==> config.mk <==
export PLATFORM = sky130hd
export DESIGN_NAME = classify_sequencer
export DESIGN_NICKNAME = d
export VERILOG_FILES = /design/src/rtl/classify_sequencer.sv
export SDC_FILE = /design/constraint.sdc
export NUM_CORES = 1
export LEC_CHECK = 0
export CAP_MARGIN = 0
export CORE_UTILIZATION = 45
export DETAILED_ROUTE_END_ITERATION = 6
export GPL_TIMING_DRIVEN = 0
export PLACE_DENSITY_LB_ADDON = 0.05
export SYNTH_ARGS = -nofsm -noshare
export SYNTH_HDL_FRONTEND = slang
export SYNTH_SLANG_ARGS = --single-unit
==> constraint.sdc <==
create_clock -name clk -period 2.9 [get_ports clk]
set_input_delay 0.87 -clock clk [delete_from_list [all_inputs] [get_ports clk]]
set_output_delay 0.87 -clock clk [all_outputs]
set_load 0.01 [all_outputs]
==> src/rtl/classify_sequencer.sv <==
// Initiator-side sequencer for the classifier start/ready handshake: issues one
// start per sample, waits for ready to fall then rise, and scores max_index against the label.
module classify_sequencer #(
   parameter int NUM_SAMPLES = 750,
   parameter int IDX_W       = 11,
   parameter int CLASS_W     = 5,
   parameter int TIMEOUT     = 4095
) (
   input  logic               clk,
   input  logic               rst_n,
   input  logic               go,
   input  logic               ready_circuit,
   input  logic [CLASS_W-1:0] max_index,
   input  logic [CLASS_W-1:0] label,
   output logic               start_circuit,
   output logic [IDX_W-1:0]   dataGroupNumber,
   output logic               busy,
   output logic               done,
   output logic               timeout_err,
   output logic [IDX_W-1:0]   correct_count,
   output logic [IDX_W-1:0]   sample_count,
   output logic [CLASS_W-1:0] last_pred,
   output logic               last_match
);

   localparam int                TMR_W    = $clog2(TIMEOUT + 1);
   localparam logic [IDX_W-1:0]  LAST_IDX = IDX_W'(NUM_SAMPLES - 1);
   localparam logic [TMR_W-1:0]  TMR_LAST = TMR_W'(TIMEOUT - 1);

   typedef enum logic [2:0] {
      S_IDLE,
      S_ISSUE,
      S_WAIT_BUSY,
      S_WAIT_DONE,
      S_CAPTURE,
      S_NEXT,
      S_FINISH,
      S_ABORT
   } state_t;

   state_t           state;
   state_t           state_nxt;
   logic [TMR_W-1:0] timer;
   logic             match;

   assign match = (max_index == label);

   // NOTE: every variable assigned in always_comb gets a default first, so no path can infer a latch.
   always_comb begin
      state_nxt = state;
      case (state)
         S_IDLE:      if (go) state_nxt = S_ISSUE;
         S_ISSUE:     state_nxt = S_WAIT_BUSY;
         S_WAIT_BUSY: begin
            // A ready seen in the final allowed wait cycle still wins over the abort.
            if (!ready_circuit)        state_nxt = S_WAIT_DONE;
            else if (timer == TMR_LAST) state_nxt = S_ABORT;
         end
         S_WAIT_DONE: begin
            if (ready_circuit)          state_nxt = S_CAPTURE;
            else if (timer == TMR_LAST) state_nxt = S_ABORT;
         end
         S_CAPTURE:   state_nxt = (dataGroupNumber == LAST_IDX) ? S_FINISH : S_NEXT;
         S_NEXT:      state_nxt = S_ISSUE;
         S_FINISH:    state_nxt = S_IDLE;
         S_ABORT:     state_nxt = S_IDLE;
         default:     state_nxt = S_IDLE;
      endcase
   end

   // NOTE: sequential state uses non-blocking assignments so every flop samples pre-edge values.
   always_ff @(posedge clk or negedge rst_n) begin
      if (!rst_n) begin
         state <= S_IDLE;
         timer <= '0;
      end else begin
         state <= state_nxt;
         // The timer restarts on every state change, so each wait state starts counting from zero.
         if ((state_nxt == state) && ((state == S_WAIT_BUSY) || (state == S_WAIT_DONE)))
            timer <= timer + 1'b1;
         else
            timer <= '0;
      end
   end

   always_ff @(posedge clk or negedge rst_n) begin
      if (!rst_n) begin
         start_circuit   <= 1'b0;
         dataGroupNumber <= '0;
         busy            <= 1'b0;
         done            <= 1'b0;
         timeout_err     <= 1'b0;
         correct_count   <= '0;
         sample_count    <= '0;
         last_pred       <= '0;
         last_match      <= 1'b0;
      end else begin
         start_circuit <= (state_nxt == S_ISSUE);
         done          <= (state_nxt == S_FINISH) || (state_nxt == S_ABORT);

         if ((state == S_IDLE) && go) begin
            busy            <= 1'b1;
            dataGroupNumber <= '0;
            correct_count   <= '0;
            sample_count    <= '0;
            last_pred       <= '0;
            last_match      <= 1'b0;
            timeout_err     <= 1'b0;
         end

         if (state_nxt == S_ABORT) timeout_err <= 1'b1;

         if ((state == S_FINISH) || (state == S_ABORT)) busy <= 1'b0;

         if (state == S_CAPTURE) begin
            last_pred     <= max_index;
            last_match    <= match;
            correct_count <= correct_count + IDX_W'(match);
            sample_count  <= sample_count + 1'b1;
         end

         if (state == S_NEXT) dataGroupNumber <= dataGroupNumber + 1'b1;
      end
   end

endmodule

==> results of run 1 <==
-- cells by family after synthesis --
kind of cell	count (synthesis)	share of synthesized area (%)
compound gates	56	12.71
xor+xnor	20	5.912
fa+ha+maj	8	3.294
buf+inv	19	3.885
flops	58	48.99
mux	7	2.365
simple gates	128	22.85
-- worst reg2reg max path: cells and delay by family (launching register included) --
kind            cells  cell delay, ns
simple gates        2            0.50
fa+ha+maj           1            0.14
flops               1            0.41
buf+inv             1            0.07
compound gates      3            0.70
-- Yosys cell counts, types with 2 or more instances --
| cell type | count |
|---|---|
| and2_1 | 2 |
| buf_6 | 4 |
| a21oi_1 | 5 |
| and2b_2 | 2 |
| nand4_1 | 12 |
| xnor2_1 | 9 |
| buf_2 | 3 |
| and4_1 | 2 |
| nand3_1 | 16 |
| nand2_1 | 43 |
| and3_1 | 6 |
| nor2_1 | 26 |
| nand2b_1 | 2 |
| a311oi_1 | 2 |
| a211o_2 | 2 |
| a22o_1 | 9 |
| o21ai_0 | 23 |
| dfrtp_1 | 58 |
| nor3_1 | 2 |
| xor2_1 | 11 |
| inv_1 | 8 |
| o211ai_1 | 3 |
| nand3b_1 | 3 |
| o31ai_1 | 3 |
| mux2i_1 | 7 |
| a31oi_1 | 4 |
| ha_1 | 7 |
| clkbuf_1 | 3 |
-- layout make-up --
| type | count | area share [%] |
|---|---|---|
| flip-flops and latches | 58 | 37.63 |
| multi-input cells | 219 | 36.46 |
| repair buffers | 57 | 15.12 |
| clock buffers | 12 | 4.022 |
| well taps | 77 | 2.498 |
| plain buffers | 11 | 2.206 |
| clock inverters | 4 | 1.297 |
| inverters | 8 | 0.7785 |
-- what timing repair did --
action,in CTS,in global routing
resized for setup,0,3
endpoints found under the hold margin,0,0
endpoints found under the setup margin,0,3
-- worst paths after layout --
path                                      end  slack [ns]  cells past startpoint
setup / recovery             correct_count[8]        0.24                     11
hold / removal              correct_count[10]        0.48                      1
setup reg to reg           dataGroupNumber[1]        0.98                      7
hold reg to reg             correct_count[10]        0.48                      1
max in group asynchronous  dataGroupNumber[7]        1.66                      2
min in group asynchronous            timer[6]        0.64                      1
-- power groups by stage --
stage | Clock [W] | Combinational (W) | Sequential (W)
4_1_cts | 0.000783 | 0.000949 | 0.00106
3_5_place_dp | 0 | 0.000944 | 0.00107
6_report | 0.000763 | 0.000936 | 0.00106
2_1_floorplan | 0 | 0.000529 | 0.00110
3_3_place_gp | 0 | 0.000929 | 0.00107
5_1_grt | 0.000819 | 0.00103 | 0.00108
-- per-layer routing --
layer	up-vias	part of all wire [%]	GRT usage (%)
met5	-	0	0
li1	1199	-	-
met4	0	1.7	8.464
met1	1138	48	26.94
met2	54	46	31.97
met3	9	4.2	4.274
-- through the flow --
step                      TNS (ns)  instances  area (um^2)
after floorplan                  0        296         2963
after global placement      -53.76        429         3620
after detailed placement   -0.9231        430         3642
after CTS                        0        446         3847
after global routing             0        446         3857
final                            0        446         3857
-- registers in the layout (all words and copies together) (netlist names), 3 cells and up --
| name | flops |
|---|---|
| correct_count | 11 |
| state | 3 |
| last_pred | 5 |
| timer | 12 |
| sample_count | 11 |
| dataGroupNumber | 11 |
==> results.sh, run 1 <==
export IMPL_switching_share_pct=33.35
export IMPL_post_cts_buffers=0
export IMPL_finalHoldViolations=0
export IMPL_worstHoldStart="correct_count[10]"
export IMPL_seqPwrFrac_pct=38.4
export IMPL_ant_nets=0
export IMPL_cts_hold_buf=0
export IMPL_cp_cell_sequence="clkdlybuf4s50_1, xnor2_1, nand3_1, nor3_2, ha_1, ha_2, nand2_1, nor2_2, nand4_1, nand3_1, o21ai_0"
export IMPL_antenna_diode_count=0
export IMPL_start_util_pct=46.66
export IMPL_yosysSeqAreaShare_pct=48.99
export IMPL_drt_iter0_markers=113
export IMPL_period_needed_ns=2.659
export IMPL_drt_pass1_iterations=5
export IMPL_die_w_um=83.14
export IMPL_synth_nets=317
export IMPL_grt_pass1_vias=2313
export IMPL_final_util_pct=60.75
export IMPL_grt_setup_unrepaired="false"
export IMPL_crit_fanout=5
export IMPL_place_port_buffers=56
export IMPL_wl_per_cell_um=14.48
export IMPL_critical_path_buf_inv_count=1
export IMPL_ys_seq_elements=58
export IMPL_maxCapViolations=0
export IMPL_clk_transition_reported_paths_ns=0.07
export IMPL_clock_fmax_ghz=0.3761
export IMPL_worstSetupPathType="in2reg"
export IMPL_end_kind="flip-flop"
export IMPL_dieHeight_um=83.14
export IMPL_cts_max_path_buffers=2
export IMPL_syn_avg_cell_area_um2=10.01
export IMPL_mostFrequentLayoutCells="dfrtp_1 (58), clkdlybuf4s50_1 (55), nand2_1 (43), nor2_1 (25), o21ai_0 (23)"
export IMPL_yosysWarningCount=0
export IMPL_p_comb_share_pct=34.0
export IMPL_powerDensity_nw_per_um2=714.4
export IMPL_power_w=0.002756
export IMPL_fin_ws_ns=0.2409
export IMPL_synthCells=296
export IMPL_slew_viol_final=0
export IMPL_h_tree_depth=3
export IMPL_cts_buffers=9
export IMPL_p_leak_nw=1.729
export IMPL_crit_arrival_ns=2.88
export IMPL_grt_pass1_wl_um=11050
export IMPL_setup_violations=0
export IMPL_netlist_area_um2=2963
export IMPL_synth_top_cell_by_area="dfrtp_1"
export IMPL_internal_power_w=0.001837
export IMPL_post_place_ws_ns=-0.2980
export IMPL_antenna_found_initial=0
export IMPL_fin_nets=385
export IMPL_num_fill_cells=541
export IMPL_multiInputGateArea_um2=1406
export IMPL_hold_class="reg2reg"
export IMPL_fin_crit_sh_pct=91.69
export IMPL_synthArstFlopShare_pct=100.0
export IMPL_worstMarginPinSlew_ns=0.8498
export IMPL_vdd_drop_max_mv=0.3782
export IMPL_ys_flop_type="dfrtp_1"
export IMPL_switching_power_w=0.0009190
export IMPL_area_growth_pct=30.19
export IMPL_synth_edf_count=0
export IMPL_cp_top_family="simple AND/OR/NAND/NOR gates"
export IMPL_die_area_um2=6912
export IMPL_crit_path_frequent_cell="nand3_1"
export IMPL_vias_per_cell=5.381
export IMPL_hpwl_um=4509
export IMPL_cp_required_ns=3.12
export IMPL_wirelength_um=6456
export IMPL_num_vias=2400
export IMPL_whs_ns=0.4816
export IMPL_max_stage_delay_ns=0.50
export IMPL_r2r_start="timer[0]"
export IMPL_clkSinkCount=58
export IMPL_synth_cell_types=47
export IMPL_netlist_area_leader_share_pct=48.99
export IMPL_grt_max_degree=37
export IMPL_seq_area_um2=1451
export IMPL_final_common_cell="dfrtp_1"
export IMPL_yosys_top_cells_area="dfrtp_1 (49%), nand2_1 (5.4%), o21ai_0 (3.9%)"
export IMPL_layout_drive_gt1_share_pct=10.57
export IMPL_crit_slowest_cell="clkdlybuf4s50_1"
export IMPL_worstSkewPairLatency_ns=0.33
export IMPL_cp_startpoint="max_index[3]"
export IMPL_maxSlewHeadroom_pct=43.35
export IMPL_std_cell_rows=29
export IMPL_crit_path_start_kind="input port"
export IMPL_gp_congestion=0.7740
export IMPL_grt_overflow=0
export IMPL_drc=0
export IMPL_ios=57
export IMPL_cts_tree="done"
export IMPL_power_share_clock_pct=27.7
export IMPL_clockRootBuffer="clkbuf_8"
export IMPL_grt_total_usage_pct=20.19
export IMPL_skew_ns=0.004667
export IMPL_status="finished clean"
export IMPL_design_core_area_um2=6350
Note: power is estimated with default switching activity, not from simulation.
==> inputs of run 2 (changes only) <==
CORE_MARGIN = 2   (was unset)
==> results.sh, run 2 (same netlist as run 1, synthesis figures left out) <==
export IMPL_switching_share_pct=33.12
export IMPL_finalHoldViolations=0
export IMPL_clk_transition_reported_paths_ns=0.06
export IMPL_wl_per_cell_um=14.94
export IMPL_r2r_end="dataGroupNumber[6]"
export IMPL_switching_power_w=0.0009108
export IMPL_drt_iter0_markers=84
export IMPL_clockRootBuffer="clkbuf_8"
export IMPL_ant_nets=0
export IMPL_p_comb_share_pct=34.1
export IMPL_grt_max_degree=36
export IMPL_grt_pass1_wl_um=11620
export IMPL_num_vias=2423
export IMPL_status="finished clean"
export IMPL_place_port_buffers=56
export IMPL_ios=57
export IMPL_die_area_um2=7249
export IMPL_worstSkewPairLatency_ns=0.33
export IMPL_regMostFlops="timer"
export IMPL_grt_overflow=0
export IMPL_clock_fmax_ghz=0.3716
export IMPL_largest_reg_flops=12
export IMPL_final_common_cell="dfrtp_1"
export IMPL_end_kind="flip-flop"
export IMPL_grt_setup_unrepaired="false"
export IMPL_holdPathStages=1
export IMPL_crit_arrival_ns=2.90
export IMPL_cts_buffers=9
export IMPL_crit_path_start_kind="input port"
export IMPL_placedInstanceArea_um2=3642
export IMPL_final_util_pct=60.63
export IMPL_cts_hold_buf=0
export IMPL_min_to="correct_count[10]"
export IMPL_grt_pass1_vias=2451
export IMPL_hold_class="reg2reg"
export IMPL_start_util_pct=46.66
export IMPL_period_needed_ns=2.691
export IMPL_die_w_um=85.14
export IMPL_cts_resized_gates=0
export IMPL_gp_congestion=0.7628
export IMPL_antenna_diode_count=0
export IMPL_post_cts_buffers=0
export IMPL_layout_drive_gt1_share_pct=10.03
export IMPL_vias_per_cell=5.433
export IMPL_wirelength_um=6665
export IMPL_p_leak_nw=1.731
export IMPL_clkSinkCount=58
export IMPL_design_core_area_um2=6350
export IMPL_internal_power_w=0.001839
export IMPL_whs_ns=0.4724
export IMPL_seqPwrFrac_pct=38.6
export IMPL_r2r_start="dataGroupNumber[0]"
export IMPL_cts_tree="done"
export IMPL_mostFrequentLayoutCells="dfrtp_1 (58), clkdlybuf4s50_1 (55), nand2_1 (43), nor2_1 (25), o21ai_0 (23)"
export IMPL_maxSlewHeadroom_pct=44.65
export IMPL_drt_pass1_iterations=4
export IMPL_worstSetupPathType="in2reg"
export IMPL_area_growth_pct=29.94
export IMPL_tns_ns=0
export IMPL_vdd_drop_max_mv=0.4941
export IMPL_h_tree_depth=3
export IMPL_grt_total_usage_pct=19.92
export IMPL_setup_violations=0
export IMPL_cp_required_ns=3.11
export IMPL_fin_crit_sh_pct=92.79
export IMPL_dieHeight_um=85.14
export IMPL_std_cell_rows=29
export IMPL_skew_ns=0.006910
export IMPL_power_share_clock_pct=27.3
export IMPL_worstRegToRegCells=5
export IMPL_rrSetupSlack_ns=0.97
export IMPL_drc=0
export IMPL_crit_fanout=5
export IMPL_antenna_found_initial=0
export IMPL_powerDensity_nw_per_um2=714.3
export IMPL_worstMarginPinSlew_ns=0.8303
export IMPL_maxCapViolations=0
export IMPL_hpwl_um=4677
export IMPL_final_cell_area_um2=3850
export IMPL_worstHoldStart="correct_count[10]"
export IMPL_slew_viol_final=0
export IMPL_fin_nets=385
export IMPL_cts_max_path_buffers=2
-- run 2: worst max path at each step --
stage	startpoint	endpoint	slack (ns)	depth (start not counted)
floorplan	label[4]	correct_count[8]	0.51	10
global placement	rst_n	correct_count[10]	-0.93	1
detailed placement	max_index[4]	correct_count[6]	-0.29	11
CTS	max_index[4]	correct_count[8]	0.07	11
global route	max_index[4]	correct_count[8]	0.03	11
finish	max_index[4]	correct_count[8]	0.21	11
-- run 2: area by class of cell --
| type | instances | area (um^2) |
|---|---|---|
| Buffer | 11 | 85.08 |
| Clock buffer | 14 | 162.7 |
| Clock inverter | 2 | 35.03 |
| Fill cell | 575 | 2500 |
| Inverter | 8 | 30.03 |
| Multi-Input combinational cell | 219 | 1406 |
| Sequential cell | 58 | 1451 |
| Tap cell | 77 | 96.34 |
| Timing Repair Buffer | 57 | 583.1 |
-- run 2: critical path, stage by stage --
cell and delay [ns]:
clkdlybuf4s50_1 0.49, xnor2_1 0.13, nand3_1 0.11, nor3_2 0.24, ha_1 0.25, ha_2 0.25, nand2_1 0.08, nor2_2 0.16
nand4_1 0.14, nand3_1 0.10, o21ai_0 0.08
-- run 2: metal layers --
metal,share of wire [%],global-route usage [%],vias to the layer above
met1,48,26.76,1168
met2,47,31.61,48
met3,3.5,5.253,9
met5,0,0,-
li1,-,-,1198
met4,1.2,6.349,0
-- run 2: power by group through the flow --
stage / registers [W] / logic, W / clock network [W]
after global routing: 0.00108 / 0.00103 / 0.000812
after CTS: 0.00106 / 0.000946 / 0.000777
final: 0.00106 / 0.000937 / 0.000752
after global placement: 0.00107 / 0.000928 / 0
after floorplan: 0.00110 / 0.000529 / 0
after detailed placement: 0.00107 / 0.000940 / 0
-- run 2: metrics by stage --
step / std cells / worst slack (ns) / power, W
after CTS: 446 / 0.07461 / 0.002786
after global routing: 446 / 0.03062 / 0.002925
after detailed placement: 430 / -0.2886 / 0.002015
after global placement: 429 / -0.9282 / 0.002000
after floorplan: 296 / 0.5142 / 0.001625
final: 446 / 0.2090 / 0.002750
